===== config.mk =====
export PLATFORM = sky130hd
export DESIGN_NAME = blob_bbox_tracker
export DESIGN_NICKNAME = d
export VERILOG_FILES = /design/src/rtl/vision_pkg.sv /design/src/rtl/minmax_acc.sv /design/src/rtl/blob_bbox_tracker.sv
export SDC_FILE = /design/constraint.sdc
export NUM_CORES = 1
export LEC_CHECK = 0
export CORE_UTILIZATION = 52
export DETAILED_ROUTE_END_ITERATION = 16
export DONT_BUFFER_PORTS = 1
export PLACE_DENSITY = 0.69
export SLEW_MARGIN = 20
export SYNTH_ARGS = -nofsm -noshare
export SYNTH_HDL_FRONTEND = slang
export SYNTH_SLANG_ARGS = --single-unit

===== constraint.sdc =====
create_clock -name clk_in -period 9.6 [get_ports clk_in]
set_clock_uncertainty 0.2 [all_clocks]
set_input_delay 1.92 -clock clk_in [delete_from_list [all_inputs] [get_ports clk_in]]
set_output_delay 1.92 -clock clk_in [all_outputs]
set_load 0.05 [all_outputs]

===== src/rtl/vision_pkg.sv =====
// Shared types and constants for the vision front-end blocks.
// Used by the bounding-box tracker and its min/max accumulators.
package vision_pkg;

    typedef enum logic [1:0] {
        WAIT_SYNC,
        SCAN,
        PUBLISH
    } state_t;

    localparam logic [10:0] X_EMPTY = 11'h7FF;
    localparam logic [9:0]  Y_EMPTY = 10'h3FF;
    localparam int          COUNT_W = 20;

endpackage


===== src/rtl/minmax_acc.sv =====
// Running minimum/maximum of one coordinate axis.
// Clear returns to the empty state (min = EMPTY, max = 0).
module minmax_acc #(
    parameter int             W     = 11,
    parameter logic [W-1:0]   EMPTY = '1
) (
    input  logic         clk,
    input  logic         rst,
    input  logic         clr,
    input  logic         en,
    input  logic [W-1:0] value,
    output logic [W-1:0] min_val,
    output logic [W-1:0] max_val
);

    // Track extremes of every enabled sample since the last clear.
    always_ff @(posedge clk or posedge rst) begin
        if (rst) begin
            min_val <= EMPTY;
            max_val <= '0;
        end else if (clr) begin
            min_val <= EMPTY;
            max_val <= '0;
        end else if (en) begin
            if (value < min_val) min_val <= value;
            if (value > max_val) max_val <= value;
        end
    end

endmodule


===== src/rtl/blob_bbox_tracker.sv =====
// Finds the bounding box of target-coloured pixels in each frame.
// Publishes x/y/size and the renderer's change_x at every frame end.
module blob_bbox_tracker
    import vision_pkg::*;
#(
    parameter int          H_ACTIVE   = 1024,
    parameter int          V_ACTIVE   = 768,
    parameter logic [11:0] COLOR      = 12'hFFF,
    parameter int          NOM_WIDTH  = 64,
    parameter int          MIN_PIXELS = 16
) (
    input  logic        clk_in,
    input  logic        rst_in,
    input  logic [10:0] hcount_in,
    input  logic [9:0]  vcount_in,
    input  logic [11:0] pixel_in,
    output logic [10:0] x_out,
    output logic [9:0]  y_out,
    output logic [10:0] width_out,
    output logic [9:0]  height_out,
    output logic [10:0] change_x_out,
    output logic        found_out,
    output logic        frame_done_out
);

    localparam logic [10:0] H_LIM = H_ACTIVE[10:0];
    localparam logic [9:0]  V_LIM = V_ACTIVE[9:0];
    localparam logic [10:0] NOM   = NOM_WIDTH[10:0];
    localparam logic [COUNT_W-1:0] MIN_CNT = MIN_PIXELS[COUNT_W-1:0];

    state_t               state;
    logic [COUNT_W-1:0]   count;
    logic                 fe_q;
    logic                 fe_cond;
    logic                 fe;
    logic                 match;
    logic                 clr;
    logic                 en;
    logic [10:0]          min_x;
    logic [10:0]          max_x;
    logic [9:0]           min_y;
    logic [9:0]           max_y;
    logic [10:0]          box_w;
    logic [9:0]           box_h;
    logic [10:0]          box_cx;

    assign match = (pixel_in == COLOR)
                 && (hcount_in < H_LIM)
                 && (vcount_in < V_LIM);

    // Edge-qualify so a stalled counter yields a single event.
    assign fe_cond = (vcount_in == V_LIM) && (hcount_in == 11'd0);
    assign fe      = fe_cond && !fe_q;

    assign clr = ((state == WAIT_SYNC) && fe) || (state == PUBLISH);
    assign en  = (state == SCAN) && match;

    assign box_w  = max_x - min_x + 11'd1;
    assign box_h  = max_y - min_y + 10'd1;
    assign box_cx = (box_w >= NOM) ? box_w - NOM : 11'd0;

    minmax_acc #(.W(11), .EMPTY(X_EMPTY)) u_acc_x (
        .clk     (clk_in),
        .rst     (rst_in),
        .clr     (clr),
        .en      (en),
        .value   (hcount_in),
        .min_val (min_x),
        .max_val (max_x)
    );

    minmax_acc #(.W(10), .EMPTY(Y_EMPTY)) u_acc_y (
        .clk     (clk_in),
        .rst     (rst_in),
        .clr     (clr),
        .en      (en),
        .value   (vcount_in),
        .min_val (min_y),
        .max_val (max_y)
    );

    // Frame FSM: sync to first frame end, scan, then publish once.
    always_ff @(posedge clk_in or posedge rst_in) begin
        if (rst_in) begin
            state          <= WAIT_SYNC;
            count          <= '0;
            fe_q           <= 1'b0;
            x_out          <= '0;
            y_out          <= '0;
            width_out      <= '0;
            height_out     <= '0;
            change_x_out   <= '0;
            found_out      <= 1'b0;
            frame_done_out <= 1'b0;
        end else begin
            fe_q           <= fe_cond;
            frame_done_out <= 1'b0;
            unique case (state)
                WAIT_SYNC: begin
                    if (fe) begin
                        count <= '0;
                        state <= SCAN;
                    end
                end
                SCAN: begin
                    if (en && (count != '1)) count <= count + 1'b1;
                    if (fe) state <= PUBLISH;
                end
                PUBLISH: begin
                    frame_done_out <= 1'b1;
                    count          <= '0;
                    state          <= SCAN;
                    if (count >= MIN_CNT) begin
                        x_out        <= min_x;
                        y_out        <= min_y;
                        width_out    <= box_w;
                        height_out   <= box_h;
                        change_x_out <= box_cx;
                        found_out    <= 1'b1;
                    end else begin
                        found_out    <= 1'b0;
                    end
                end
                default: state <= WAIT_SYNC;
            endcase
        end
    end

endmodule


After elaboration in Yosys (flattened, before gate mapping)
Index checks and enable logic that the tools add are counted.
{"block": "classes", "eq_ne": 8, "reduce_logical": 24, "magnitude_cmp": 8, "n_addsub": 6, "muxes": 21}
{"operator": "$mux W11", "n": 7}
{"operator": "$mux W10", "n": 6}
{"operator": "$pmux W20 S3", "n": 1}
{"operator": "$mux W20", "n": 2}
{"operator": "$add A20 B1 Y20 const B", "n": 1}
{"operator": "$ge A20 B5 Y1 const B", "n": 1}
{"operator": "$ne A20 B20 Y1 const B", "n": 1}
{"operator": "$eq A12 B12 Y1 const B", "n": 1}
{"operator": "$reduce_and A2 Y1", "n": 6}
{"operator": "$add A11 B1 Y11 const B", "n": 1}
{"operator": "$ge A11 B7 Y1 const B", "n": 1}
{"operator": "$gt A11 B11 Y1", "n": 1}
{"operator": "$logic_not A11 Y1", "n": 1}
{"operator": "$lt A11 B11 Y1", "n": 1}
{"operator": "$lt A11 B11 Y1 const B", "n": 1}
{"operator": "$sub A11 B11 Y11", "n": 1}
{"operator": "$sub A11 B7 Y11 const B", "n": 1}
{"operator": "$add A10 B1 Y10 const B", "n": 1}
{"operator": "$eq A10 B10 Y1 const B", "n": 1}
{"operator": "$gt A10 B10 Y1", "n": 1}
{"operator": "$lt A10 B10 Y1", "n": 1}
{"operator": "$lt A10 B10 Y1 const B", "n": 1}
{"operator": "$reduce_bool A2 Y1", "n": 5}
{"operator": "$sub A10 B10 Y10", "n": 1}
{"operator": "13 further kinds", "n": 22}
{"block": "totals", "input_bits": 35, "regBits": 120, "output_inout_bits": 55, "word_cells": 81}

Depth between registers and ports, before layout
{"block": "depth", "ltp_word": 7, "depth_mapped": 15}

By module
A second synthesis with hierarchy kept.
{"block": "unflattened", "cells_unflattened": 801, "hier_area_um2": 7462.2}
{"module": "blob_bbox_tracker", "cells_per_inst": 487, "seq_area_each_um2": 1951.9, "area_per_inst_um2": 4520.6, "instances": 1}
{"module": "minmax_acc at u_acc_x", "cells_per_inst": 162, "seq_area_each_um2": 564.3, "area_per_inst_um2": 1505.2, "instances": 1}
{"module": "minmax_acc at u_acc_y", "cells_per_inst": 152, "seq_area_each_um2": 513.0, "area_per_inst_um2": 1436.4, "instances": 1}

Worst setup path after synthesis
Ideal clock, no wire load.
{"block": "synth_timing", "path_type": "input-to-reg", "start": "input port vcount_in[7]", "end": "register u_acc_y.max_val[0]", "setup_slack_ns": 5.873, "stages": 8, "t_arrival_ns": 3.450, "setup_ns": 0.077, "path_cell_list": "ha_1 a21o_1 a21o_1 a221oi_1 o21a_1 buf_1 o21ai_0 a21oi_1"}
{"block": "synth_between", "elab_chain_len": 7}
{"item": "from (decl)", "line": "blob_bbox_tracker.sv:15", "source": "input logic [9:0] vcount_in,"}
{"item": "parallel branches: the longest is 7 deep, another holds $lt A10 B10 Y1"}
{"item": "to (signal assigned)", "line": "minmax_acc.sv:26", "source": "if (value > max_val) max_val <= value;"}
{"item": "to (decl)", "line": "minmax_acc.sv:13", "source": "output logic [W-1:0] max_val"}
Parallel ways; which one is timed is not known.
A chain may end at the register's enable or synchronous reset.

Worst setup path after layout
{"block": "layout_timing", "start": "input port pixel_in[5]", "end": "register u_acc_y.min_val[2]"}
{"block": "layout_between", "elab_chain_len": 6}
{"item": "from (decl)", "line": "blob_bbox_tracker.sv:16", "source": "input logic [11:0] pixel_in,"}
{"item": "$eq A12 B12 Y1", "line": "blob_bbox_tracker.sv:47", "source": "assign match = (pixel_in == COLOR)"}
{"item": "$logic_and A1 B1 Y1", "line": "blob_bbox_tracker.sv:48", "source": "&& (hcount_in < H_LIM)"}
{"item": "$logic_and A1 B1 Y1", "line": "blob_bbox_tracker.sv:49", "source": "&& (vcount_in < V_LIM);"}
{"item": "$logic_and A1 B1 Y1", "line": "blob_bbox_tracker.sv:56", "source": "assign en = (state == SCAN) && match;"}
{"item": "$reduce_bool A2 Y1 (no line)"}
{"item": "$reduce_and A2 Y1 (no line)"}
{"item": "to (signal assigned)", "line": "minmax_acc.sv:25", "source": "if (value < min_val) min_val <= value;"}
{"item": "to (decl)", "line": "minmax_acc.sv:12", "source": "output logic [W-1:0] min_val,"}
Every way passes these cells.

==> impl_metrics.csv <==
group,metric,value,unit
clock_network,cts.path.max_buffers,2,
power_and_ir_drop,power.leakage,0.003972,uW
cells_and_area,multi_input_area,3871,sq um
floorplan,start_util,0.5406,
sta,worstMarginPinSlew,1.140,ns
placement,dp_hpwl,12250,microns
floorplan,fp.dieArea,14460,sq um
synth,yosys_register_bits,120,
synth,synth.area.top_cells,"dfrtp_1, ha_1, dfstp_2",
setup_path,path_max_fanout,11,
placement,gp_congestion,0.9153,
cells_and_area,synthToLayoutAreaGrowth,10.65,%
synth,synthMuxAreaShare,0.01651,
floorplan,pin_count,90,
sta,final.min_clock_period,4.306,ns
synth,synth.distinct_cells,61,
clock_network,numCtsBuffers,17,
setup_path,r2r-start,"u_acc_x.min_val[3]",
synth,syn-num-nets,883,
placement,io_buffers,0,
power_and_ir_drop,switching_share,0.1993,
synth,ys_seq_area_frac,0.4165,
sta,final_hold_viol_count,0,
drt,dr.pass1.iters,5,
synth,synth_top_family_by_area,"compound AO/OA/AOI/OAI gates",
clock_network,clock_latency,0.42,ns
hold_path,hp-class,"reg -> reg",
power_and_ir_drop,p_int,969.9,uW
synth,synth_edf_count,0,
drt,viasPerCell,5.939,
hold_path,min_from,"state[1]",
hold_path,holdPathStages,1,
job,cap_violations,0,
setup_path,reg2reg_depth,12,
cells_and_area,seq_area,3029,sq um
setup_path,critPathCaptureType,"register",
clock_network,clk_pin_slew,0.06,ns
power_and_ir_drop,p_switching,241.4,uW
synth,avgSynthCellArea,9.495,sq um
sta,fin_tns_setup,0,ns
clock_network,h-tree-depth,4,
cells_and_area,drive_gt1_frac,0.09432,
sta,fmaxAchievable,232.2,MHz
power_and_ir_drop,clkPwrFrac,0.556,
sta,rsz0062_at_grt,"no",
grt,gr-total-overflow,0,
grt,grt_pass1_vias,5761,
synth,ys_async_sr_fraction,1.000,
cells_and_area,insertedDiodeCount,0,
grt,grt_pass1_wl,28730,microns
outcome,status,"complete, no violations",
sta,hold_slack,0.3263,ns
synth,synth_fa_ha_area_frac,0.1431,
grt,grt_antenna_before_repair,0,
floorplan,core,13450,sq um
setup_path,critPathArrivalTime,4.42,ns
clock_network,cts_sinks,120,
power_and_ir_drop,p_comb_frac,0.025,
synth,syn_inst,766,
synth,synth_simple_gate_area_frac,0.1536,
power_and_ir_drop,seqPwrFrac,0.418,
hold_path,hold_path_end,"count[0]",
power_and_ir_drop,p_per_area,150.5,nW/um^2
synth,synth_compound_area_frac,0.1815,
clock_network,cts_tree,"yes",
floorplan,die_y,120.3,microns
drt,via_count,5642,
floorplan,row_count,42,
power_and_ir_drop,ir_drop,0.1392,mV
sta,slew_headroom,0.2342,
synth,synth.top_cell.area_share,0.3406,
sta,setup_viol,0,
drt,wire_per_inst,17.77,microns
sta,slew_violations,0,
clock_network,holdBufCountCts,0,
clock_network,cts_resized,0,
grt,grt_max_degree,94,
synth,synth_warnings,0,
setup_path,start_kind,"input pin",
setup_path,r2r_end,"change_x_out[8]",
sta,min_period_over_period,0.4485,
setup_path,crit_required,9.71,ns
synth,syn_area,7273,sq um
synth,synth_xor_area_frac,0.03595,
setup_path,reg2reg_slack,5.79,ns
synth,synth_area_leader_cell,"dfrtp_1",
drt,drc,0,
synth,ys.flop_type,"dfrtp_1",
clock_network,cts_setup_buffers,0,
drt,routed_wirelength,16890,microns
clock_network,cts-root-buf,"clkbuf_16",
cells_and_area,fillers,1114,
drt,ant_nets,0,
drt,drt_iter0_drc,441,
setup_path,path_class,"in -> reg",
grt,track_usage,0.2543,
cells_and_area,nets,878,
floorplan,die_w,120.3,microns
-- cells by family after synthesis --
| logic type | after synthesis |
|---|---|
| AO/OA/AOI/OAI | 192 |
| adder cells (fa/ha/maj) | 82 |
| multiplexers | 12 |
| XOR/XNOR | 29 |
| buffers and inverters | 100 |
| flip-flops | 120 |
| AND/OR/NAND/NOR | 231 |
-- per-stage QoR --
step           instances  total power, uW  instance area [sq um]  setup slack [ns]    util
2_1_floorplan        766            538.9                   7273             4.329       -
3_3_place_gp         918            544.4                   7418             5.004  0.5514
3_5_place_dp         918            546.2                   7418             4.892  0.5514
4_1_cts              950             1223                   8043             5.364  0.5978
5_1_grt              950             1251                   8048             5.141  0.5982
6_report             950             1211                   8048             5.294  0.5982
-- power by group through the flow --
stage | combinational (uW) | sequential (uW) | clock [uW]
6_report | 30.6 | 507 | 674
5_1_grt | 36.0 | 506 | 709
4_1_cts | 31.1 | 507 | 685
3_5_place_dp | 31.0 | 515 | 0
3_3_place_gp | 29.3 | 515 | 0
2_1_floorplan | 23.7 | 515 | 0
-- layer usage --
metal | wire, microns | vias up | GRT usage
met2 | 7717 | 159 | 0.3922
met5 | 0 | - | 0
li1 | - | 2726 | -
met1 | 7727 | 2735 | 0.3400
met3 | 1136 | 22 | 0.06981
met4 | 304 | 0 | 0.09799
-- synthesized netlist by cell type (all sizes together) (18+ instances only) --
master / instances
nand2: 103
dfrtp: 99
o21ai: 60
inv: 72
nand3: 22
o211ai: 53
xnor2: 20
ha: 80
nor2: 32
dfstp: 21
clkbuf: 18
a21oi: 22
-- state kept, by name, indices dropped and copies added (netlist names) --
register and cells:
y_out 10, u_acc_y.max_val 10, state 2, u_acc_x.min_val 11, x_out 11, count 20, found_out 1, height_out 10
frame_done_out 1, change_x_out 11, fe_q 1, u_acc_y.min_val 10, width_out 11, u_acc_x.max_val 11
-- final cells by class --
cell class / count / area share
clock inverter: 8 / 0.01772
sequential: 120 / 0.3764
timing repair buffer: 4 / 0.003731
tap: 176 / 0.02736
inverter: 72 / 0.03389
clock buffer: 24 / 0.05986
multi-input combinational: 546 / 0.4810
-- critical path, stage by stage --
cell      delay, ns
nand4_1        0.12
nor4_4         0.45
nand2_1        0.33
nor3_1         0.99
o21a_1         0.45
o211ai_1       0.14
-- worst max path at each step --
stage / from / end / slack, ns / cells after the start
final: pixel_in[5] / u_acc_y.min_val[2] / 5.29 / 6
after global routing: pixel_in[5] / u_acc_y.min_val[3] / 5.14 / 6
after CTS: pixel_in[5] / u_acc_x.min_val[7] / 5.36 / 6
after detailed placement: pixel_in[5] / u_acc_x.min_val[5] / 4.89 / 6
after global placement: pixel_in[5] / u_acc_x.min_val[1] / 5.00 / 6
after floorplan: rst_in / change_x_out[0] / 4.33 / 1
-- layout by cell type, fill, tap and decap left out, types with 15 or more instances in the layout --
cell	n
a21o_1	15
a21oi_1	22
clkbuf_16	17
dfrtp_1	99
dfstp_2	21
ha_1	80
inv_1	71
nand2_1	102
nand3_1	22
nand4_1	15
nor2_1	31
o211ai_1	52
o21ai_0	50
xnor2_1	19
Note: power is estimated with default switching activity, not from simulation.
